`config.mk`:
```
export PLATFORM = sky130hd
export DESIGN_NAME = deg_to_rad_reduce_flat
export DESIGN_NICKNAME = d
export VERILOG_FILES = /design/src/rtl/deg_to_rad_reduce_pkg.sv /design/src/rtl/deg_to_rad_reduce_if.sv /design/src/rtl/deg_to_rad_reduce_kmul.sv /design/src/rtl/deg_to_rad_reduce.sv /design/src/flat_wrapper.sv
export SDC_FILE = /design/constraint.sdc
export NUM_CORES = 1
export LEC_CHECK = 0
export CAP_MARGIN = 10
export CELL_PAD_IN_SITES_DETAIL_PLACEMENT = 1
export CELL_PAD_IN_SITES_GLOBAL_PLACEMENT = 2
export CORE_MARGIN = 5
export CORE_UTILIZATION = 38
export CTS_BUF_LIST = sky130_fd_sc_hd__clkbuf_4
export DETAILED_ROUTE_END_ITERATION = 7
export PLACE_DENSITY_LB_ADDON = 0.1
export SYNTH_ARGS = -nofsm -noshare
export SYNTH_HDL_FRONTEND = slang
export SYNTH_HIERARCHICAL = 1
export SYNTH_SLANG_ARGS = --single-unit
```
`constraint.sdc`:
```
create_clock -name clk_80 -period 5.2 [get_ports clk_80]
set_clock_uncertainty 0.1 [all_clocks]
set_input_delay 1.04 -clock clk_80 [delete_from_list [all_inputs] [get_ports clk_80]]
set_output_delay 1.04 -clock clk_80 [all_outputs]
set_load 0.02 [all_outputs]
```
`src/rtl/deg_to_rad_reduce_pkg.sv`:
```
// Shared constants and state encoding for the degree-to-radian front end.
// Optional wrap counter is enabled with DEG2RAD_WRAP_CNT_EN.
package deg_to_rad_reduce_pkg;

    localparam int DEF_DEG_W   = 10;
    localparam int DEF_RAD_W   = 8;
    localparam int DEF_FRAC_W  = 7;
    localparam int DEF_K_PI180 = 286;
    localparam int REF_W       = 7;

    localparam int DEG_90  = 90;
    localparam int DEG_180 = 180;
    localparam int DEG_270 = 270;
    localparam int DEG_360 = 360;

    typedef enum logic [2:0] {
        S_IDLE,
        S_WRAP,
        S_QUAD,
        S_MULT,
        S_DONE
    } state_t;

    function automatic int rnd_const(input int frac_w);
        return 1 << (frac_w - 1);
    endfunction

endpackage

```
`src/rtl/deg_to_rad_reduce_if.sv`:
```
// Upstream/downstream handshake bundle for deg_to_rad_reduce.
// wrap_cnt_80 exists only with DEG2RAD_WRAP_CNT_EN.
interface deg_to_rad_reduce_if
    import deg_to_rad_reduce_pkg::*;
#(
    parameter int DEG_W = DEF_DEG_W,
    parameter int RAD_W = DEF_RAD_W
) ();

    logic [DEG_W-1:0] deg_in_80;
    logic             in_valid_80;
    logic             in_ready_80;
    logic [RAD_W-1:0] radian_80;
    logic [1:0]       quadrant_80;
    logic             cos_neg_80;
    logic             out_valid_80;
    logic             out_ready_80;
`ifdef DEG2RAD_WRAP_CNT_EN
    logic [7:0]       wrap_cnt_80;
`endif

    modport master (
        output deg_in_80,
        output in_valid_80,
        output out_ready_80,
        input  in_ready_80,
        input  radian_80,
        input  quadrant_80,
        input  cos_neg_80,
`ifdef DEG2RAD_WRAP_CNT_EN
        input  wrap_cnt_80,
`endif
        input  out_valid_80
    );

    modport slave (
        input  deg_in_80,
        input  in_valid_80,
        input  out_ready_80,
        output in_ready_80,
        output radian_80,
        output quadrant_80,
        output cos_neg_80,
`ifdef DEG2RAD_WRAP_CNT_EN
        output wrap_cnt_80,
`endif
        output out_valid_80
    );

endinterface

```
`src/rtl/deg_to_rad_reduce_kmul.sv`:
```
// Combinational ref*K with round-half-up, scaled down to Q1.7 radians.
// Shared by all builds (DEG2RAD_WRAP_CNT_EN has no effect here).
module deg_to_rad_reduce_kmul
    import deg_to_rad_reduce_pkg::*;
#(
    parameter int RAD_W   = DEF_RAD_W,
    parameter int FRAC_W  = DEF_FRAC_W,
    parameter int K_PI180 = DEF_K_PI180
) (
    input  logic [REF_W-1:0] ref_deg,
    output logic [RAD_W-1:0] radian
);

    localparam int          RND = rnd_const(FRAC_W);
    localparam logic [15:0] K16 = 16'(K_PI180);
    localparam logic [15:0] R16 = 16'(RND);

    // 90*286+64 still fits in 16 bits, so no saturation is needed
    logic [15:0] prod;

    assign prod   = 16'(ref_deg) * K16 + R16;
    assign radian = RAD_W'(prod >> FRAC_W);

endmodule

```
`src/rtl/deg_to_rad_reduce.sv`:
```
// Wraps degrees mod 360, folds to quadrant 0 and converts to Q1.7 radians.
// Define DEG2RAD_WRAP_CNT_EN to add the saturating wrap_cnt_80 counter.
module deg_to_rad_reduce
    import deg_to_rad_reduce_pkg::*;
#(
    parameter int DEG_W   = DEF_DEG_W,
    parameter int RAD_W   = DEF_RAD_W,
    parameter int FRAC_W  = DEF_FRAC_W,
    parameter int K_PI180 = DEF_K_PI180
) (
    input logic           clk_80,
    input logic           reset_80,
    deg_to_rad_reduce_if.slave bus
);

    localparam logic [DEG_W-1:0] D90  = DEG_W'(DEG_90);
    localparam logic [DEG_W-1:0] D180 = DEG_W'(DEG_180);
    localparam logic [DEG_W-1:0] D270 = DEG_W'(DEG_270);
    localparam logic [DEG_W-1:0] D360 = DEG_W'(DEG_360);

    state_t             state;
    logic [DEG_W-1:0]   acc;
    logic [REF_W-1:0]   ref_deg;
    logic [1:0]         quad_q;
    logic               neg_q;
    logic [RAD_W-1:0]   rad_c;

    assign bus.in_ready_80 = (state == S_IDLE);

    deg_to_rad_reduce_kmul #(
        .RAD_W   (RAD_W),
        .FRAC_W  (FRAC_W),
        .K_PI180 (K_PI180)
    ) u_kmul (
        .ref_deg (ref_deg),
        .radian  (rad_c)
    );

    always_ff @(posedge clk_80) begin
        if (reset_80) begin
            state            <= S_IDLE;
            acc              <= '0;
            ref_deg          <= '0;
            quad_q           <= '0;
            neg_q            <= 1'b0;
            bus.radian_80    <= '0;
            bus.quadrant_80  <= '0;
            bus.cos_neg_80   <= 1'b0;
            bus.out_valid_80 <= 1'b0;
        end else begin
            unique case (state)
                S_IDLE: begin
                    if (bus.in_valid_80) begin
                        acc   <= bus.deg_in_80;
                        state <= S_WRAP;
                    end
                end
                S_WRAP: begin
                    if (acc >= D360) acc <= acc - D360;
                    else state <= S_QUAD;
                end
                S_QUAD: begin
                    unique case (1'b1)
                        (acc < D90): begin
                            quad_q  <= 2'd0;
                            ref_deg <= REF_W'(acc);
                            neg_q   <= 1'b0;
                        end
                        (acc >= D90 && acc < D180): begin
                            quad_q  <= 2'd1;
                            ref_deg <= REF_W'(D180 - acc);
                            neg_q   <= 1'b1;
                        end
                        (acc >= D180 && acc < D270): begin
                            quad_q  <= 2'd2;
                            ref_deg <= REF_W'(acc - D180);
                            neg_q   <= 1'b1;
                        end
                        (acc >= D270): begin
                            quad_q  <= 2'd3;
                            ref_deg <= REF_W'(D360 - acc);
                            neg_q   <= 1'b0;
                        end
                    endcase
                    state <= S_MULT;
                end
                S_MULT: begin
                    bus.radian_80    <= rad_c;
                    bus.quadrant_80  <= quad_q;
                    bus.cos_neg_80   <= neg_q;
                    bus.out_valid_80 <= 1'b1;
                    state            <= S_DONE;
                end
                S_DONE: begin
                    if (bus.out_ready_80) begin
                        bus.out_valid_80 <= 1'b0;
                        state            <= S_IDLE;
                    end
                end
                default: state <= S_IDLE;
            endcase
        end
    end

`ifdef DEG2RAD_WRAP_CNT_EN
    logic [7:0] wrap_cnt;

    // counts on the accepting edge, sticks at 255
    always_ff @(posedge clk_80) begin
        if (reset_80) begin
            wrap_cnt <= '0;
        end else if (bus.in_ready_80 && bus.in_valid_80 &&
                     bus.deg_in_80 >= D360 && wrap_cnt != 8'hFF) begin
            wrap_cnt <= wrap_cnt + 8'd1;
        end
    end

    assign bus.wrap_cnt_80 = wrap_cnt;
`endif

endmodule

```
`src/flat_wrapper.sv`:
```
// flat-port wrapper written by rule: the top's interface ports become plain ports
module deg_to_rad_reduce_flat import deg_to_rad_reduce_pkg::*;
#(
    parameter int DEG_W   = DEF_DEG_W,
    parameter int RAD_W   = DEF_RAD_W,
    parameter int FRAC_W  = DEF_FRAC_W,
    parameter int K_PI180 = DEF_K_PI180
)
  (clk_80, reset_80, bus_deg_in_80, bus_in_valid_80, bus_out_ready_80, bus_in_ready_80, bus_radian_80, bus_quadrant_80, bus_cos_neg_80, bus_out_valid_80);
  deg_to_rad_reduce_if #(.DEG_W(DEG_W), .RAD_W(RAD_W)) bus_i ();
  input logic clk_80;
  input logic reset_80;
  input wire logic [$bits(bus_i.deg_in_80)-1:0] bus_deg_in_80;
  input wire logic [$bits(bus_i.in_valid_80)-1:0] bus_in_valid_80;
  input wire logic [$bits(bus_i.out_ready_80)-1:0] bus_out_ready_80;
  output wire logic [$bits(bus_i.in_ready_80)-1:0] bus_in_ready_80;
  output wire logic [$bits(bus_i.radian_80)-1:0] bus_radian_80;
  output wire logic [$bits(bus_i.quadrant_80)-1:0] bus_quadrant_80;
  output wire logic [$bits(bus_i.cos_neg_80)-1:0] bus_cos_neg_80;
  output wire logic [$bits(bus_i.out_valid_80)-1:0] bus_out_valid_80;
  assign bus_i.deg_in_80 = bus_deg_in_80;
  assign bus_i.in_valid_80 = bus_in_valid_80;
  assign bus_i.out_ready_80 = bus_out_ready_80;
  assign bus_in_ready_80 = bus_i.in_ready_80;
  assign bus_radian_80 = bus_i.radian_80;
  assign bus_quadrant_80 = bus_i.quadrant_80;
  assign bus_cos_neg_80 = bus_i.cos_neg_80;
  assign bus_out_valid_80 = bus_i.out_valid_80;
  deg_to_rad_reduce #(.DEG_W(DEG_W), .RAD_W(RAD_W), .FRAC_W(FRAC_W), .K_PI180(K_PI180)) u_core (.clk_80(clk_80), .reset_80(reset_80), .bus(bus_i));
endmodule
```
### Word level (Yosys, flattened, before mapping)

Cells that the tools add are included.

| word-level totals | value |
|---|---|
| bits in registers | 35 |
| latch bits | 0 |
| RAM bits | 0 |
| bits in read-only memories | 0 |
| input bits | 14 |
| word-level logic and storage cells | 52 |
| memories kept | 0 |

| operators by class | value |
|---|---|
| $add $sub $neg | 5 |
| $mul | 1 |
| divide/modulo/power cells | 0 |
| order comparisons | 7 |
| equal/unequal tests | 8 |
| shifts and indexed selects | 0 |
| multiplexer cells | 12 |
| bitwise logic cells | 0 |
| reductions and logical operators | 10 |

Operators with widths:

| cell | number |
|---|---|
| one-hot mux 7 bit (4 select lines) | 1 |
| greater-or-equal comparator 10 x 9 -> 1 bit, second input constant | 2 |
| 2-to-1 mux 10 bit | 2 |
| one-hot mux 10 bit (2 select lines) | 1 |
| adder 15 x 7 -> 15 bit, second input constant | 1 |
| one-hot mux 3 bit (5 select lines) | 1 |
| multiplier 7 x 8 -> 14 bit, second input constant | 1 |
| greater-or-equal comparator 10 x 7 -> 1 bit, second input constant | 1 |
| greater-or-equal comparator 10 x 8 -> 1 bit, second input constant | 1 |
| < comparator 10 x 7 -> 1 bit, second input constant | 1 |
| < comparator 10 x 8 -> 1 bit, second input constant | 1 |
| < comparator 10 x 9 -> 1 bit, second input constant | 1 |
| subtractor 10 x 9 -> 10 bit, second input constant | 1 |
| 2-to-1 mux 3 bit | 3 |
| one-hot mux 2 bit (4 select lines) | 1 |
| subtractor 6 x 7 -> 7 bit, first input constant | 1 |
| subtractor 7 x 6 -> 7 bit, second input constant | 1 |
| subtractor 7 bit, first input constant | 1 |
| == test 3 x 2 -> 1 bit, second input constant | 2 |
| inequality test 2 bit, second input constant | 3 |
| AND reduction 3 bit | 2 |
| one-hot mux 1 bit (2 select lines) | 2 |
| nonzero test 2 bit | 2 |
| OR reduction 2 bit | 2 |
| 7 further kinds | 8 |

### Longest topological paths before layout

Gate-level depths: netlist of run 1.

| logic depth | value |
|---|---|
| word-level depth | 4 |
| gate-level depth with buffers | 17 |

### Cells and area by module

Netlist of run 1, hierarchy kept.

By module, submodules not included:

| module | instances | cells each | area an instance (um^2) |
|---|---|---|---|
| deg_to_rad_reduce | 1 | 266 | 2192.1 |
| deg_to_rad_reduce_kmul | 1 | 139 | 1271.2 |

### Worst setup path before layout of run 1

No wires, ideal clock.

| timing path | value |
|---|---|
| path kind | register -> register |
| from | register u_core.ref_deg[4] |
| to | register u_core.bus.radian_80[7] |
| arrival time | 4.301 ns |
| path slack | 0.667 ns |
| stages on the path, launching flop included | 17 |
| buffers on the path | 1 |
| path through | dfxtp_1 > fa_1 > inv_1 > fa_1 > inv_1 > fa_1 > fa_1 > ha_1 > clkbuf_1 > and2_1 > a221oi_4 > mux2i_1 > nand2_2 > and4b_1 > xnor3_1 > nand3_1 > a21oi_1 |

| between the ends | value |
|---|---|
| longest elaborated chain between the ends | 2 |

RTL lines:

| item | line | RTL |
|---|---|---|
| start: declaration | deg_to_rad_reduce.sv:23 | `logic [REF_W-1:0] ref_deg;` |
| start signal: assignment | deg_to_rad_reduce.sv:66 | `ref_deg <= REF_W'(acc);` |
| start signal: assignment | deg_to_rad_reduce.sv:71 | `ref_deg <= REF_W'(D180 - acc);` |
| start signal: assignment | deg_to_rad_reduce.sv:76 | `ref_deg <= REF_W'(acc - D180);` |
| multiplier 7 x 8 -> 14 bit | deg_to_rad_reduce_kmul.sv:21 | `assign prod = 16'(ref_deg) * K16 + R16;` |
| adder 15 x 7 -> 15 bit | deg_to_rad_reduce_kmul.sv:21 |  |
| via u_core.rad_c[7] | deg_to_rad_reduce.sv:26 | `logic [RAD_W-1:0] rad_c;` |
| end signal: assignment | deg_to_rad_reduce.sv:88 | `bus.radian_80 <= rad_c;` |
| end: declaration | deg_to_rad_reduce_if.sv:41 | `output radian_80,` |

The timed path passes the listed nets, and every way through them passes these cells.
A chain may end at the register's enable or synchronous reset.

### Final worst setup path of run 1

| timing path | value |
|---|---|
| from | register u_core.ref_deg[5] |
| to | register u_core.bus.radian_80[7] |

The elaborated chain is that of the path after synthesis.

==> metrics.md, run 1 <==
| Metric | Value |
|---|---|
| Setup_tns | 0 ns |
| Outcome | completed |
| Area growth, synth to finish | 10.4% |
| Die Ht | 105 um |
| Worst setup EP type | flop |
| Final Hold Fails | 0 |
| Diodes inserted | 0 |
| Largest net degree at the start of global routing | 39 |
| Critical-path cell list | fa_1, inv_1, fa_1, inv_1, fa_1, fa_1, ha_1, and2_1, a221oi_4, mux2i_1, nand2_2, and4b_1, xnor3_1, nand3_1, a21oi_1 |
| Peak supply drop | 0.000106 V |
| Max-cap check violation count | 0 |
| Hold wc startpoint | u_core/quad_q[1] |
| CTS sink cnt | 35 |
| Worst-Margin Slew | 0.844 ns |
| CP Class | reg -> reg |
| NetSw | 453 uW |
| Hold Path Depth | 2 |
| Initial Util | 0.393 |
| RR Startpoint | u_core/ref_deg[5] |
| Post-Syn Nets | 473 |
| Hpwl dp | 7.06 mm |
| Leak pwr | 0.00158 uW |
| Data required, critical path | 5.32 ns |
| # Post-CTS Setup Buffers | 0 |
| R2R setup slack | 0.43 ns |
| Syn avg cell area | 8.55 sq um |
| Crit-path max FO | 7 |
| Cell area after synthesis | 3460 sq um |
| Pint | 555 uW |
| Fill count | 1066 |
| Final slew viol count | 0 |
| Final setup fails | 0 |
| Global route overflow | 0 |
| Count of different cell masters after synthesis | 78 |
| Vias per cell | 5.71 |
| Critical path's largest stage delay | 0.57 ns |
| Die area | 11100 sq um |
| Crit-path slowest cell | fa_1 |
| Pre-Repair DR Iteration Count | 4 |
| Final nets | 488 |
| Row count | 34 |
| DRT antenna net count | 0 |
| Switching share of power | 0.449 |
| Crit path buf inv count | 2 |
| Vias in the first global route | 3148 |
| Vias post-DR | 3016 |
| Core area | 8810 sq um |
| Reg clk slew, reported paths | 0.13 ns |
| Global-route wire length before repair | 15.3 mm |
| Cells resized by post-CTS repair | 0 |
| I/O Buffers | 26 |
| Depth of the CTS H-tree | 2 |
| RSZ-0062 raised after global routing | false |
| Min-Delay Endpoint | u_core/quad_q[1] |
| Comb pwr share | 0.524 |
| Clock Path Buffers | 2 |
| Number of antenna violations at the first check in global routing | 0 |
| Die width | 105 um |
| Iter 0 DRT Violations | 101 |
| Crit path DAT | 4.89 ns |
| Fin crit share | 0.917 |
| Share of cells above drive strength 1 | 0.0929 |
| Post-Route WL | 8.94 mm |
| Power density over the cells | 264 nW/um^2 |
| Post-Syn Instances | 405 |
| Avg WL per Cell | 16.9 um |
| GP Congestion | 0.877 |
| Boundary pin count | 27 |
| Most used cell, CP | fa_1 |
| Worst skew pair latency | 0.35 ns |
| Register area share after synthesis | 0.202 |
| Rel. slew slack | 0.436 |
| Clk pwr share | 0.143 |
| Total CTS buffers | 5 |
| Seq pwr share | 0.333 |
| EDFF count, synth | 0 |
| Worst r2r path cells | 15 |
| Top_reg_cell synth | dfxtp_1 |
| CTS tree | done |
| Cts hold-fix bufs | 0 |
| Worst r2r dst | u_core/bus.radian_80[7] |
| GRT Total Usage | 0.165 |
| Final min period | 4.77 ns |
| Worst hold path type | reg -> reg |
| Yosys reg bits | 35 |
| Yosys warnings | 6 |
| Startpoint type of the worst setup path | flop |
| Cell family with most CP delay | adder cells |
| Root buffer cell | clkbuf_4 |
| Util after Layout | 0.434 |
| Async set or reset register ratio after synthesis | 0 |
| DRC | 0 |
| Fmax | 210 MHz |
==> registers in the layout, indices dropped and copies added (netlist names) <==
signal / cells
u_core/acc: 10
u_core/bus.cos_neg_80: 1
u_core/bus.out_valid_80: 1
u_core/bus.quadrant_80: 2
u_core/bus.radian_80: 8
u_core/neg_q: 1
u_core/quad_q: 2
u_core/ref_deg: 7
u_core/state: 3
==> layer usage <==
| layer | GRT usage | vias to the layer above | wire, um |
|---|---|---|---|
| met5 | 0 | - | 0 |
| met4 | 0.0319 | 0 | 82 |
| met3 | 0.0281 | 7 | 170 |
| met2 | 0.316 | 25 | 4640 |
| met1 | 0.191 | 1474 | 4040 |
| li1 | - | 1510 | - |
==> synth_stat cells, drive strengths merged, types with 2 or more instances <==
master / number / area [sq um]
nand2b: 6 / 37.5
clkbuf: 9 / 33.8
a221oi: 8 / 93.8
or3b: 2 / 17.5
nand2: 29 / 111
o22ai: 2 / 12.5
xor2: 6 / 52.6
nand3b: 5 / 37.5
or3: 5 / 36.3
mux2i: 2 / 20.0
o31ai: 2 / 28.8
a22oi: 2 / 15.0
nor2b: 4 / 27.5
a21oi: 39 / 206
o21bai: 2 / 15.0
nor4: 2 / 18.8
ha: 47 / 588
o32ai: 3 / 26.3
dfxtp: 35 / 701
a21boi: 3 / 22.5
inv: 25 / 93.8
or2: 4 / 25.0
buf: 12 / 71.3
nor2: 26 / 100
o2111ai: 2 / 17.5
and3: 5 / 36.3
fa: 7 / 140
nor3: 10 / 60.1
xnor2: 13 / 114
a21o: 3 / 22.5
a31oi: 3 / 33.8
a211oi: 9 / 92.6
o311a: 2 / 20.0
o21ai: 14 / 70.1
a211o: 2 / 17.5
nand3: 18 / 90.1
nand4: 4 / 25.0
o221ai: 2 / 17.5
o211ai: 5 / 42.5
and2: 7 / 43.8
==> power by group through the flow <==
stage | clock network (uW) | logic, uW | registers [uW]
2_1_floorplan | 0 | 421 | 322
3_3_place_gp | 0 | 519 | 342
3_5_place_dp | 0 | 527 | 343
4_1_cts | 153 | 535 | 336
5_1_grt | 165 | 591 | 342
6_report | 144 | 528 | 336
==> metrics by stage <==
step	setup WS [ns]	total power (uW)	instance area, sq um	hold WS, ns	std cells
floorplan	0.667	743	3460	0.332	405
global placement	0.541	861	3780	0.344	521
detailed placement	0.412	870	3780	0.348	521
CTS	0.398	1020	3820	0.364	528
global route	0.221	1100	3820	0.387	528
finish	0.431	1010	3820	0.360	528
==> tightest hold or removal path: stages (launching register included) <==
cell	delay, ns
dfxtp_1	0.32
nand2_1	0.05
a21oi_1	0.05
==> cell usage in the layout, fill, tap and decap left out, types with 4 or more instances in the layout <==
master           count
nor3_1               8
clkdlybuf4s50_1     26
clkbuf_4             5
o21ai_0              8
dfxtp_1             35
nand2b_1             6
nand2_1             28
nor2_1              25
xor2_1               6
nand4_1              4
fa_1                 7
a221oi_1             6
and2_1               7
or3_1                4
and3_1               4
nand3_1             18
inv_1               25
xnor2_1             13
a211oi_2             5
a211oi_1             4
o21ai_1              6
ha_1                47
o211ai_1             4
a21oi_1             36
nand3b_1             5
==> how the worst max path moves through the flow <==
stage                            startpoint                       to  cells past startpoint
after detailed placement  u_core/ref_deg[4]  u_core/bus.radian_80[7]                     15
after CTS                 u_core/ref_deg[5]  u_core/bus.radian_80[7]                     15
after floorplan           u_core/ref_deg[4]  u_core/bus.radian_80[7]                     16
final                     u_core/ref_deg[5]  u_core/bus.radian_80[7]                     15
after global placement    u_core/ref_deg[4]  u_core/bus.radian_80[7]                     15
after global routing      u_core/ref_deg[4]  u_core/bus.radian_80[7]                     16
==> final cells by class <==
type / instances / area, sq um / area share
clock buffers: 5 / 37.5 / 0.00982
clock inverters: 2 / 8.76 / 0.00229
inverters: 25 / 93.8 / 0.0245
multi-input cells: 324 / 2560 / 0.671
flip-flops and latches: 35 / 701 / 0.183
well taps: 108 / 135 / 0.0354
repair buffers: 29 / 283 / 0.0740
==> logic make-up (layout without fill, tap and decap cells) <==
logic type,Yosys count,in the layout,share of synthesized area
DFF,35,35,0.202
adders and majority gates,54,54,0.210
buffers and inverters,46,61,0.0574
muxes,2,2,0.00578
and+or+nand+nor,134,134,0.214
xor gates and xnor gates,20,20,0.0546
AOI/OAI and AO/OA,114,114,0.256
Power figures use the tool's default switching activity.
==> run 2, diff against run 1 <==
--- a/config.mk
+++ b/config.mk
@@ -12,6 +12,7 @@
 export CORE_UTILIZATION = 38
 export CTS_BUF_LIST = sky130_fd_sc_hd__clkbuf_4
 export DETAILED_ROUTE_END_ITERATION = 7
+export GPL_TIMING_DRIVEN = 0
 export PLACE_DENSITY_LB_ADDON = 0.1
 export SYNTH_ARGS = -nofsm -noshare
 export SYNTH_HDL_FRONTEND = slang
==> run 2 against run 1 <==
Compared with the run above:
- count of clock-buffer cells in the layout stayed put
- global-route usage is 1.1 points higher
- cell count is 3.2% higher
- combinational power is 5.9% higher
- worst setup slack worse by 0.11 ns
- critical endpoint unchanged
==> metrics.md, run 2 (same netlist as run 1, synthesis figures left out) <==
| Metric | Value |
|---|---|
| Vias per cell | 5.75 |
| Final min period | 4.88 ns |
| Most frequent cells in the layout | ha_1 (47), a21oi_1 (36), dfxtp_1 (35) |
| Share of cells above drive strength 1 | 0.112 |
| Max-cap check violation count | 0 |
| Die area | 11100 sq um |
| Root buffer cell | clkbuf_4 |
| Final slew viol count | 0 |
| Tot Pwr | 1090 uW |
| Number of antenna violations at the first check in global routing | 0 |
| GRT Total Usage | 0.175 |
| Biggest regs | u_core/acc: 10 flops, u_core/bus.radian_80: 8 flops, u_core/ref_deg: 7 flops |
| Number of flip-flops in the largest register | 10 |
| Vias in the first global route | 3328 |
| Fmax | 205 MHz |
| Row count | 34 |
| Global route overflow | 0 |
| Power density over the cells | 276 nW/um^2 |
| Worst hold path type | reg -> reg |
| Reg clk slew, reported paths | 0.12 ns |
| Final nets | 504 |
| CP Class | reg -> reg |
| Worst setup EP type | flop |
| Hpwl dp | 7.71 mm |
| Crit path DAT | 5.00 ns |
| Post-Route WL | 9.44 mm |
| Iter 0 DRT Violations | 108 |
| Comb pwr share | 0.514 |
| Final Hold Fails | 0 |
| Area growth, synth to finish | 13.7% |
| Seq pwr share | 0.299 |
| Vias post-DR | 3132 |
| Critical path's largest stage delay | 0.59 ns |
| I/O Buffers | 26 |
| # Post-CTS Setup Buffers | 0 |
| Depth of the CTS H-tree | 2 |
| Clock Path Buffers | 2 |
| Startpoint type of the worst setup path | flop |
| DRC | 0 |
| Clk pwr share | 0.187 |
| Switching share of power | 0.430 |
| Most common cell after layout, fill and taps aside | ha_1 |
| Setup_tns | 0 ns |
| Core area | 8810 sq um |
| Most used cell, CP | fa_1 |
| Crit-path slowest cell | fa_1 |
| Outcome | completed |
| Cell family with most CP delay | adder cells |
| Boundary pin count | 27 |
| Peak supply drop | 0.000136 V |
| Largest net degree at the start of global routing | 13 |
| Register with the most flip-flops | u_core/acc |
| Rel. slew slack | 0.515 |
| Final setup fails | 0 |
| Fin crit share | 0.938 |
| Worst-Margin Slew | 0.727 ns |
| Critical-path cell list | fa_1, inv_1, fa_1, inv_1, fa_1, fa_1, ha_1, and2_1, a221oi_4, mux2i_2, nand2_2, and4b_1, xnor3_1, nand3_1, a21oi_1 |
| DRT antenna net count | 0 |
| Leak pwr | 0.00163 uW |
| GP Congestion | 0.817 |
| Crit-path max FO | 7 |
| Total CTS buffers | 5 |
| Die width | 105 um |
| Die Ht | 105 um |
| RSZ-0062 raised after global routing | false |
| Diodes inserted | 0 |
| Worst skew pair latency | 0.34 ns |
| Global-route wire length before repair | 16.2 mm |
| Pint | 620 uW |
| CTS sink cnt | 35 |
| Avg WL per Cell | 17.3 um |
| Crit path buf inv count | 2 |
| Cells resized by post-CTS repair | 0 |
| Cts hold-fix bufs | 0 |
| Fill count | 1095 |
| Initial Util | 0.393 |
| NetSw | 468 uW |
| CTS tree | done |
| Data required, critical path | 5.32 ns |
| Pre-Repair DR Iteration Count | 4 |
run 2: cell types whose count changed in the layout (fill, tap and decap cells not counted), sizes merged:
cell	change
clkbuf	+7
buf	+9
bufinv	+1
run 2: metal layers:
| layer | wire length (um) | GRT usage |
|---|---|---|
| met4 | 208 | 0.0553 |
| met1 | 4180 | 0.204 |
| met5 | 0 | 0 |
| met3 | 146 | 0.0208 |
| met2 | 4910 | 0.332 |
run 2: power by group through the flow:
stage / logic, uW / registers, uW / clock network, uW
after detailed placement: 559 / 332 / 0
after CTS: 565 / 326 / 217
after floorplan: 421 / 322 / 0
after global routing: 628 / 331 / 227
after global placement: 545 / 332 / 0
final: 559 / 325 / 203
run 2: per-stage QoR:
stage | cells | worst slack (ns) | instance area (sq um) | utilization | hold WS (ns)
floorplan | 405 | 0.667 | 3460 | - | 0.332
global placement | 539 | 0.215 | 3860 | 0.438 | 0.342
detailed placement | 539 | 0.161 | 3860 | 0.438 | 0.349
CTS | 547 | 0.160 | 3940 | 0.447 | 0.368
global route | 545 | 0.0559 | 3940 | 0.447 | 0.386
finish | 545 | 0.321 | 3940 | 0.447 | 0.362
run 2: worst register-to-register path, stage by stage (launching register included):
cell	delay [ns]
dfxtp_1	0.42
fa_1	0.59
inv_1	0.07
fa_1	0.51
inv_1	0.06
fa_1	0.43
fa_1	0.44
ha_1	0.40
and2_1	0.25
a221oi_4	0.34
mux2i_2	0.35
nand2_2	0.12
and4b_1	0.22
xnor3_1	0.33
nand3_1	0.07
a21oi_1	0.06
run 2: area by class of cell:
class | instances | area (sq um) | area share
Clock inverter | 3 | 43.8 | 0.0111
Sequential cell | 35 | 701 | 0.178
Timing Repair Buffer | 26 | 260 | 0.0661
Buffer | 19 | 97.6 | 0.0248
Tap cell | 108 | 135 | 0.0343
Inverter | 25 | 93.8 | 0.0238
Clock buffer | 5 | 37.5 | 0.00954
Multi-Input combinational cell | 324 | 2570 | 0.652
run 2: path summary, 6_finish.rpt:
kind | endpoint | from | depth (start not counted) | slack [ns]
min reg2reg | u_core/bus.radian_80[0] | u_core/bus.radian_80[0] | 2 | 0.36
max reg2reg | u_core/bus.radian_80[7] | u_core/ref_deg[4] | 15 | 0.32
max | u_core/bus.radian_80[7] | u_core/ref_deg[4] | 15 | 0.32
min | u_core/bus.radian_80[0] | u_core/bus.radian_80[0] | 2 | 0.36
==> variant 1, RTL diff (config.mk and constraints of run 1) <==
The 5 states of `state_t` get a Gray code encoding in 3 bits.
--- a/src/rtl/deg_to_rad_reduce_pkg.sv
+++ b/src/rtl/deg_to_rad_reduce_pkg.sv
@@ -15,9 +15,9 @@
 
     typedef enum logic [2:0] {
-        S_IDLE,
-        S_WRAP,
-        S_QUAD,
-        S_MULT,
-        S_DONE
+        S_IDLE = 3'b000,
+        S_WRAP = 3'b001,
+        S_QUAD = 3'b011,
+        S_MULT = 3'b010,
+        S_DONE = 3'b110
     } state_t;
 
Check against the original RTL: no difference found for any inputs over 10 cycles, from zero or initial values and one cycle with reset_80 high; not proved beyond that.
==> variant 1 against run 1 <==
- setup slack got worse by 0.033 ns
- count of clock-buffer cells in the layout stayed put
- final area decreased by 1.2%
- wire length rose by 1.7%
- synthesized area shrank 1.5%
- sequential cell count is the same
- total power decreased by 13%
- critical path type unchanged
- critical endpoint is now u_core/bus.radian_80[6]
==> variant 1: results (changes against run 1) <==
| Metric | Value |
|---|---|
| Status | `completed` |
| Area contributors post-synth | `dfxtp_1, ha_1, fa_1, nor2_1, mux2i_1` |
| Length of routed wiring on met1 | `4240 µm (+4.9%)` |
| Nets | `484 (-0.82%)` |
| Post-detailed-placement half-perimeter wirelength | `7265 µm (+2.9%)` |
| Capture endpoint of the worst hold path | `u_core/neg_q` |
| Worst Hold Launch | `u_core/neg_q` |
| Placed standard-cell area | `3731 µm² (-1.2%)` |
| Met2 WL | `4522 µm (-2.6%)` |
| Seq/Total Area, Yosys | `0.2054 (+0.003042)` |
| Routability Congestion | `0.8415 (-4.0%)` |
| Post-synthesis cell type count | `71 (-9.0%)` |
| Initial drt markers | `82 (-19%)` |
| Endpoint of the most critical register-to-register path | `u_core/bus.radian_80[6]` |
| Standby leakage power | `1.644 nW (+4.4%)` |
| Power Dens Cells | `231.5 nW/µm² (-12%)` |
| Hold crit path type | `register to register` |
| Worst slew pin tran | `0.6079 ns (-0.2361 ns)` |
| CP peak stage delay | `0.58 ns` |
| Vias in the first global route | `3097 (-1.6%)` |
| Place WS | `0.4002 ns (-0.01184 ns)` |
| Combinational Power Share | `0.456 (-0.068)` |
| Commonest cells post-synth | `ha_1, dfxtp_1, nor2_1, nand2_1, inv_1` |
| Start-to-end type of the worst setup path | `register to register` |
| Met3 wire length | `103 µm (-39%)` |
| WL/cell | `17.34 µm (+2.4%)` |
| Combined global-route utilization of all metal layers | `0.1693 (+0.004498)` |
| Clock-pin slew reported for the worst setup and hold paths after clock tree synthesis | `0.11 ns (-0.02 ns)` |
| Arrival time at the worst endpoint | `4.93 ns (+0.04 ns)` |
| FF-to-FF setup slack | `0.40 ns (-0.03 ns)` |
| Worst setup path startpoint | `u_core/ref_deg[4]` |
| Maximum clock path buffer count | `2 (unchanged)` |
| Pin count of the biggest net entering global routing | `31 (-21%)` |
| Max VDD drop | `128.0 µV (+21%)` |
| Met3 layer usage reported by global route | `0.02219 (-0.005923)` |
| Syn Nets | `469 (-0.85%)` |
| GR Util met1 | `0.2151 (+0.02376)` |
| Met2 Track Usage GR | `0.2968 (-0.01881)` |
| Fill cell count | `1034 (-3.0%)` |
| Number of vias in the routed layout | `2941 (-2.5%)` |
| Final period util | `0.9234 (+0.006352)` |
| Pint | `0.0005044 W (-9.1%)` |
| CP max stage cell | `fa_1` |
| Fraction of layout instances using a drive strength above 1 | `0.07692 (-0.01593)` |
## variant 1: stage by stage
| stage | hold slack, ns | std cells |
|---|---|---|
| 2_1_floorplan | 0.3315 | 401 |
| 3_3_place_gp | 0.3477 | 517 |
| 3_5_place_dp | 0.3531 | 517 |
| 4_1_cts | 0.3685 | 524 |
| 5_1_grt | 0.3993 | 524 |
| 6_report | 0.3669 | 524 |
## variant 1: kinds of logic after synthesis
family,synth area share
simple gates,0.1940
fa+ha+maj,0.2134
buf+inv,0.05757
compound gates,0.2387
mux,0.03814
flops,0.2054
xor+xnor,0.05280
## variant 1: area by class of cell
cell class	count	area [µm²]	area share
multi-input combinational	320	2515	0.6658
sequential	35	700.7	0.1855
inverter	24	90.09	0.02385
tap	108	135.1	0.03577
timing repair buffer	30	290.3	0.07685
clock buffer	5	37.54	0.009937
clock inverter	2	8.758	0.002319
==> variant 2, RTL diff (flow settings as in run 1) <==
Made on the original files. The package constant `REF_W` goes from 7 to 14.
--- a/src/rtl/deg_to_rad_reduce_pkg.sv
+++ b/src/rtl/deg_to_rad_reduce_pkg.sv
@@ -7,5 +7,5 @@
     localparam int DEF_FRAC_W  = 7;
     localparam int DEF_K_PI180 = 286;
-    localparam int REF_W       = 7;
+    localparam int REF_W       = 14;
 
     localparam int DEG_90  = 90;
Behaviour: same outputs for any inputs over 10 cycles, from zero or initial values and one cycle with reset_80 high; that may be too few to reach the edited logic, so the function may still have changed.
==> variant 2 against run 1 <==
- critical path depth rose by 3
- setup slack barely moved
- sequential cell count rose by 4
- fmax barely moved
- synthesized area rose by 17%
- total power rose by 43%
- critical path type unchanged
- sequential share of layout area fell by 0.91 points
- final area rose by 17%
- die area rose by 15%
- highest routed layer unchanged
- wire length rose by 20%
==> variant 2: results (changes against run 1) <==
| Metric | Value |
|---|---|
| Status | `completed` |
| Crit Path Max Fanout | `6 (-1)` |
| Pin count of the biggest net entering global routing | `31 (-21%)` |
| Placed cells | `640 (+23%)` |
| Post-synthesis cell type count | `68 (-13%)` |
| Max VDD drop | `104.3 µV (-1.7%)` |
| Routability Congestion | `0.8447 (-3.7%)` |
| Seq/Total Area, Yosys | `0.1927 (-0.009601)` |
| Switching power share of the total | `0.4643 (+0.01503)` |
| Worst Hold Launch | `u_core/bus.radian_80[0]` |
| Largest registers | `u_core/ref_deg x11, u_core/acc x10, u_core/bus.radian_80 x8` |
| Synthesized-area fraction occupied by ao, oa, aoi and oai cells | `0.1961 (-0.05967)` |
| Multiplexer fraction of the synthesized cell area | `0.002471 (-0.003310)` |
| Nets | `596 (+22%)` |
| Post-synthesis xor/xnor area fraction | `0.06269 (+0.008141)` |
| Syn Nets | `582 (+23%)` |
| WL/cell | `16.60 µm (-1.9%)` |
| Gate count of the mapped netlist | `497 (+23%)` |
| Post-detailed-placement half-perimeter wirelength | `8821 µm (+25%)` |
| Commonest cells post-synth | `inv_1, ha_1, a21oi_1, dfxtp_1, nand2_1` |
| Standby leakage power | `1.888 nW (+20%)` |
| Worst slew pin tran | `1.073 ns (+0.2287 ns)` |
| Arrival time at the worst endpoint | `4.96 ns (+0.07 ns)` |
| Fraction of layout instances using a drive strength above 1 | `0.05078 (-0.04208)` |
| Adder-cell share of the synthesized area | `0.2637 (+0.05348)` |
| Initial drt markers | `145 (+44%)` |
| Via density per instance | `5.353 (-6.3%)` |
| Global-route wire length before repair | `18120 µm (+19%)` |
| Combined global-route utilization of all metal layers | `0.1727 (+0.007922)` |
## variant 2: cell count changes after synthesis, moves of 5 or more
cell     delta
fa_1       +17
o21ai_1     -5
a21oi_1     +8
and2_1      -5
inv_1      +45
nand2_1     +9
a31oi_1     +8
o21ai_0    +17
xnor2_1     +6
## variant 2: layout make-up
cell class                      instances  area, µm²
Multi-Input combinational cell        366       2903
Sequential cell                        39      780.7
Timing Repair Buffer                   29      282.8
Clock buffer                            5      37.54
Inverter                               70      262.8
Tap cell                              136      170.2
Clock inverter                          3      43.79
Fill cell                            1271       5889
## variant 2: power groups by stage
stage	Clock [W]	Combinational [W]	Sequential [W]
after floorplan	0	0.000672	0.000364
after global placement	0	0.000828	0.000386
after detailed placement	0	0.000855	0.000388
after CTS	0.000219	0.000862	0.000381
after global routing	0.000230	0.000965	0.000388
final	0.000214	0.000847	0.000380
## variant 2: final timing paths
path,slack (ns),to,cells past startpoint
hold / removal,0.37,u_core/bus.radian_80[0],2
setup / recovery,0.43,u_core/bus.radian_80[7],18
setup reg to reg,0.43,u_core/bus.radian_80[7],18
hold reg to reg,0.37,u_core/bus.radian_80[0],2
## variant 2: per-stage QoR
| step | instance area [µm²] | setup slack, ns |
|---|---|---|
| 4_1_cts | 4481 | 0.4062 |
| 3_3_place_gp | 4399 | 0.5764 |
| 3_5_place_dp | 4399 | 0.4333 |
| 2_1_floorplan | 4051 | 0.7427 |
| 6_report | 4481 | 0.4313 |
| 5_1_grt | 4481 | 0.1911 |
## variant 2: cells by family (layout without fill, tap and decap cells)
| kind of cell | count (synthesis) | in the layout |
|---|---|---|
| AND/OR/NAND/NOR | 141 | 141 |
| AO/OA/AOI/OAI | 124 | 124 |
| buffers and inverters | 92 | 107 |
| adder cells (fa/ha/maj) | 71 | 71 |
| flip-flops | 39 | 39 |
| XOR/XNOR | 29 | 29 |
| multiplexers | 1 | 1 |
## variant 2: layer usage
layer	vias up	global-route usage	routed length, µm
li1	1737	-	-
met1	1682	0.2134	4879
met2	36	0.3183	5472
met3	14	0.01872	184
met4	0	0.04407	223
met5	-	0	0
## variant 2: worst reg2reg max path, delay by kind of cell, from the launching register on
family	cells	cell delay (ns)
compound gates	3	0.80
fa+ha+maj	5	2.05
xor+xnor	1	0.14
flops	1	0.51
buf+inv	4	0.19
simple gates	4	0.69
mux	1	0.24
